$ cat src/rtl/blake_round_counter.sv
// rtl/blake_round_counter.sv - BLAKE-512 round/step sequencer for the 2-G-core datapath
//
// Generates the round index, the sigma row select (round mod 10) and the
// G-pair step select that steer message/constant muxing and column/diagonal
// routing. Works opposite blake_controller: it consumes init_round and
// round_ing, and returns count_done.
//
// Optional feature macro: BLAKE_ROUND_STALL_EN (adds the stall input).
//
// Ports:
//   clk         in   system clock, rising edge
//   rst         in   asynchronous active-high reset
//   init_round  in   start/clear request; restarts from round 0 step 0
//   round_ing   in   controller running; advance enable
//   stall       in   (BLAKE_ROUND_STALL_EN only) datapath back-pressure, freezes all state
//   count_done  out  all rounds complete; registered level
//   round_idx   out  current round, 0..NUM_ROUNDS-1
//   sigma_idx   out  sigma row select, round_idx mod 10
//   g_step      out  G-pair select, 0..STEPS_PER_ROUND-1
//   diag        out  diagonal half of the round (g_step >= 2)
//   last_step   out  combinational; final step of the final round

module blake_round_counter #(
   parameter int NUM_ROUNDS      = 16,
   parameter int STEPS_PER_ROUND = 4,
   parameter int RW              = 4
) (
   input  logic          clk,
   input  logic          rst,
   input  logic          init_round,
   input  logic          round_ing,
`ifdef BLAKE_ROUND_STALL_EN
   input  logic          stall,
`endif
   output logic          count_done,
   output logic [RW-1:0] round_idx,
   output logic [3:0]    sigma_idx,
   output logic [1:0]    g_step,
   output logic          diag,
   output logic          last_step
);

   localparam logic [RW-1:0] LAST_ROUND = RW'(NUM_ROUNDS - 1);
   localparam logic [1:0]    LAST_G     = 2'(STEPS_PER_ROUND - 1);
   localparam logic [3:0]    LAST_SIGMA = 4'd9;

   logic step_wrap;
   logic flow_ok;
   logic advance;

   assign step_wrap = (g_step == LAST_G);
   assign last_step = step_wrap && (round_idx == LAST_ROUND);

   // Steps 2 and 3 cover the diagonal G functions.
   assign diag = g_step[1];

`ifdef BLAKE_ROUND_STALL_EN
   assign flow_ok = ~stall;
`else
   assign flow_ok = 1'b1;
`endif

   // Once done, the counters park on their final values until init/reset.
   assign advance = round_ing & ~init_round & ~count_done & flow_ok;

   always_ff @(posedge clk or posedge rst) begin
      if (rst) begin
         round_idx  <= '0;
         sigma_idx  <= '0;
         g_step     <= '0;
         count_done <= 1'b0;
      end else if (init_round) begin
         round_idx  <= '0;
         sigma_idx  <= '0;
         g_step     <= '0;
         count_done <= 1'b0;
      end else if (advance) begin
         if (last_step) begin
            count_done <= 1'b1;
         end else if (step_wrap) begin
            g_step    <= '0;
            round_idx <= round_idx + 1'b1;
            // Independent wrapping counter avoids a mod-10 divider.
            sigma_idx <= (sigma_idx == LAST_SIGMA) ? 4'd0 : sigma_idx + 4'd1;
         end else begin
            g_step <= g_step + 2'd1;
         end
      end
   end

endmodule
$ cat config.mk
export PLATFORM = sky130hd
export DESIGN_NAME = blake_round_counter
export DESIGN_NICKNAME = d
export VERILOG_FILES = /design/src/rtl/blake_round_counter.sv
export SDC_FILE = /design/constraint.sdc
export NUM_CORES = 1
export LEC_CHECK = 0
export BUFFER_PORTS_ARGS = -buffer_cell sky130_fd_sc_hd__buf_2
export CAP_MARGIN = 20
export CORE_AREA = 2 2 39 41
export CTS_CLUSTER_DIAMETER = 30
export DETAILED_ROUTE_END_ITERATION = 8
export DIE_AREA = 0 0 41 43
export PLACE_DENSITY_LB_ADDON = 0.08
export SETUP_SLACK_MARGIN = 0.5
export SLEW_MARGIN = 15
export SYNTH_ARGS = -nofsm -noshare
export SYNTH_HDL_FRONTEND = slang
export SYNTH_SLANG_ARGS = --single-unit
$ cat constraint.sdc
create_clock -name clk -period 1.8 [get_ports clk]
set_input_delay 0.09 -clock clk [delete_from_list [all_inputs] [get_ports clk]]
set_output_delay 0.09 -clock clk [all_outputs]
set_load 0.005 [all_outputs]
Word-level counts from Yosys, hierarchy flattened
Cells that the tools add are included.
Operators by class
  add/sub/neg operators: 3
  equality and inequality tests: 4
  mux-type cells: 16
  bitwise logic cells: 4
  reduce and logical (&&, ||, !) cells: 7
Operators by type and width (number)
  $mux W4: 9
  $add A4 B1 Y4 const B: 2
  $eq A4 B4 Y1 const B: 2
  $mux W2: 4
  $reduce_bool A2 Y1: 3
  $reduce_and A2 Y1: 2
  $mux W1: 3
  $reduce_and A3 Y1: 1
  $add A2 B1 Y2 const B: 1
  $and A1 B1 Y1: 2
  $eq A2 B2 Y1 const B: 1
  $ne A2 B2 Y1 const B: 1
  $not A1 Y1: 2
  $logic_and A1 B1 Y1: 1
Storage, ports and cells
  flip-flop bits (word level): 11
  input port bits: 4
  output and inout port bits: 13
  logic and storage cells: 38

Depth between registers and ports, before layout
  depth in word-level cells: 6
  mapped depth: 5
  mapped depth without buffers: 4

Least setup slack after synthesis
OpenSTA, ideal clock, no wires.
  path kind: flip-flop to flip-flop
  from: register g_step[0]
  to: register g_step[1]
  setup time: 0.078 ns
  arrival time: 1.435 ns
  data required time: 1.722 ns
  setup slack: 0.286 ns
  cell stages (with the launch flop): 6
  buffers on the path: 1
  clock period less this slack: 1.514 ns
  cell sequence: dfrtp_1 -> ha_1 -> and4_1 -> buf_2 -> or3b_1 -> a21oi_1
On the way
  elaborated cells on any way between the ends: 9
  classes of those cells: 1 x add/sub; 2 x eq/ne; 4 x mux; 2 x reduce/logical
RTL lines
  start, declared: RTL line 38  | output logic [1:0] g_step,
  start signal, assigned: RTL line 86  | g_step <= g_step + 2'd1;
  $eq A2 B2 Y1: RTL line 51  | assign step_wrap = (g_step == LAST_G);
  $logic_and A1 B1 Y1: RTL line 52  | assign last_step = step_wrap && (round_idx == LAST_ROUND);
  via last_step: RTL line 40  | output logic last_step
  $ne A2 B2 Y1 (no source line)
  $reduce_and A2 Y1 (no source line)
The timed path passes the listed nets, and every way through them passes these cells. The select of a mux whose other input is x is not followed.
A chain may end at the register's enable or synchronous reset.

Worst setup path after layout
  from: register round_idx[0]
  to: register sigma_idx[1]
On the way
  longest elaborated chain between the ends: 4
RTL lines
  start, declared: RTL line 36  | output logic [RW-1:0] round_idx,
  start signal, assigned: RTL line 82  | round_idx <= round_idx + 1'b1;
  $eq A4 B4 Y1: RTL line 52
  $logic_and A1 B1 Y1: RTL line 52
  $ne A2 B2 Y1 (no source line)
  $reduce_and A3 Y1 (no source line)
  end signal, assigned: RTL line 84  | sigma_idx <= (sigma_idx == LAST_SIGMA) ? 4'd0 : sigma_idx + 4'd1;
  end, declared: RTL line 37  | output logic [3:0] sigma_idx,
Every way passes these cells.

==> metrics.txt <==
status completed; Routed Wire Length 1640 µm; Worst-Skew Late Latency 280 ps; die area 1760 µm²; mux share of post-synthesis cell area 0%; Clock Skew 0.634 ps; Syn Area/Cell 10.0 µm²; Final period util 81.5%; antenna cell count 0; Crit Path Max Fanout 6; Worst EP required 2010 ps; DRC 0; Synth Flop Type dfrtp_1; CP endpoint kind flip-flop; nets@finish 94; dpl hpwl 856 µm; R2R cell count 4; Pleak 0.441 nW; global-route wire length before repair 2430 µm; TritonCTS clock tree done; layout cells sized above 1 47.1%; Die H 43 µm; Worst Setup Start Kind flip-flop; number of synthesized register bits 11; routed vias 627; Max-Cap Viols 0; H-tree Lvls 1; largest net degree at the start of global routing 13; Finish-stage setup viols 0; WP data arrival 1680 ps; unrepaired setup endpoints after global routing yes; Port Buffer Count 16; CTS buffer count 3; Synth top area share 45.1%; synth unique cells 26; antenna violations before repair 0; Routed Antenna Nets 0; Root Buffer clkbuf_4; hold path depth 2; WL/cell 15.9 µm; Hold Slack 141 ps; PnR worst setup slack 334 ps; RePlAce Congestion 0.686; Synth Cell Area 611 µm²; register area share after synthesis 45.1%; Post-synth EDFFs 0; First-pass DRT Iterations 4; complex-gate fraction of the synthesized area 21.1%; largest family of logic cells by synthesized area simple AND/OR/NAND/NOR gates; Synth area leader dfrtp_1; Final min period 1470 ps; Total Routing Usage GR 20.6%; width of the chip 41 µm; CTS Buffer Depth 2; Post-Syn Nets 67; WS Path Type reg2reg; VDD IR max 0.293 mV; Final Hold Fails 0; I/O pin count 17; main area contributors after synthesis dfrtp_1 45%, a21oi_1 7.4%, o21ai_0 5.7%, ha_1 4.1%, or3_1 4.1%; Hold WC Path Type in2reg; xor and xnor area share after synthesis 0%; cells after synthesis 61; Post-synth ARST share 100%; number of global-route vias before repair 520; normalized max-slew margin 71.0%; fmax 0.682 GHz; post-place setup slack 330 ps; Vias/cell 6.09; final core utilization 63.7%; clk sinks 11; worst slew pin tran 434 ps; Area Overhead vs Synth 44.3%; top-count cell post-synth dfrtp_1; Post-Synth Simple-Gate Area 22.7%; clock slew at reported path FFs 70 ps; Max Transition Viols Final 0; GRT overflow 0; FP Rows 14; Starting Density 44.1%; Core Area 1380 µm²; synthesized-area fraction occupied by adder cells 4.10%; PwrDens 540 nW/µm²; setup TNS 0 ps; DR iter-0 viols 28; yosys synthesis warning count 0; commonest cells in the netlist 11 x dfrtp_1, 9 x a21oi_1, 7 x o21ai_0; # fillers 119
==> worst max-delay path, cell delays in order, from the launching register on <==
cell and delay, ps:
dfrtp_1 420, ha_4 180, and3_4 180, or4_4 480
a21oi_2 130
==> where the power goes <==
group / switching, mW / internal [mW] / total (mW)
combinational: 0.0242 / 0.0180 / 0.0422
sequential: 0.00416 / 0.250 / 0.255
clock: 0.0928 / 0.0860 / 0.179
==> path summary, 6_finish.rpt <==
path,start,to,slack (ps)
setup reg to reg,round_idx[0],sigma_idx[1],330
max in group asynchronous,rst,g_step[0],1150
hold / removal,init_round,round_idx[0],140
min in group asynchronous,rst,sigma_idx[1],350
hold reg to reg,count_done,count_done,570
setup / recovery,round_idx[0],sigma_idx[1],330
==> kinds of logic after synthesis <==
family,Yosys count
buffers and inverters,8
adder cells (fa/ha/maj),2
AND/OR/NAND/NOR,18
flip-flops,11
AO/OA/AOI/OAI,22
==> state kept, by name (all words and copies together) (netlist names) <==
signal / count
count_done: 1
g_step: 2
round_idx: 4
sigma_idx: 4
==> final cells by class <==
type	count	area (µm²)	share of cell area (%)
sequential	11	275	31.2
clock buffer	4	26.3	2.98
tap	16	20.0	2.27
timing repair buffer	25	160	18.2
multi-input combinational	43	384	43.6
inverter	4	15.0	1.70
==> repair_timing <==
item                       CTS  global route
setup endpoints to repair   11            11
hold buffers                 1             0
pin swaps                    7             3
gates cloned                 1             0
buffers inserted             7             1
hold endpoints to repair    11             0
resized for setup            8             9
==> per-stage QoR <==
step                area, µm²  std cells  power (mW)
floorplan                 622         61       0.277
global placement          688         89       0.289
detailed placement        688         89       0.289
CTS                       823        102       0.471
global route              881        103       0.494
finish                    881        103       0.476
==> per-layer routing <==
metal  wire length [µm]  part of all wire, %  vias to the layer above  GRT usage (%)
met5                  0                    0                        -              0
li1                   -                    -                      288              -
met2                836                   51                       24           28.7
met3                 78                  4.8                        5           3.14
met1                691                   42                      310           28.9
met4                 35                  2.1                        0           12.0
==> cells in the final DEF, fill, tap and decap left out, drive strengths merged, types with 2 or more instances in the layout <==
cell type	synthesis	final
or3b	2	2
o21ai	7	7
dfrtp	11	11
ha	2	2
or4	2	2
inv	4	4
a21oi	9	9
buf	3	24
o41ai	2	2
o311ai	2	2
clkbuf	1	4
and3	1	2
or3	4	4
nand3b	2	2
Note: power is estimated with default switching activity, not from simulation.
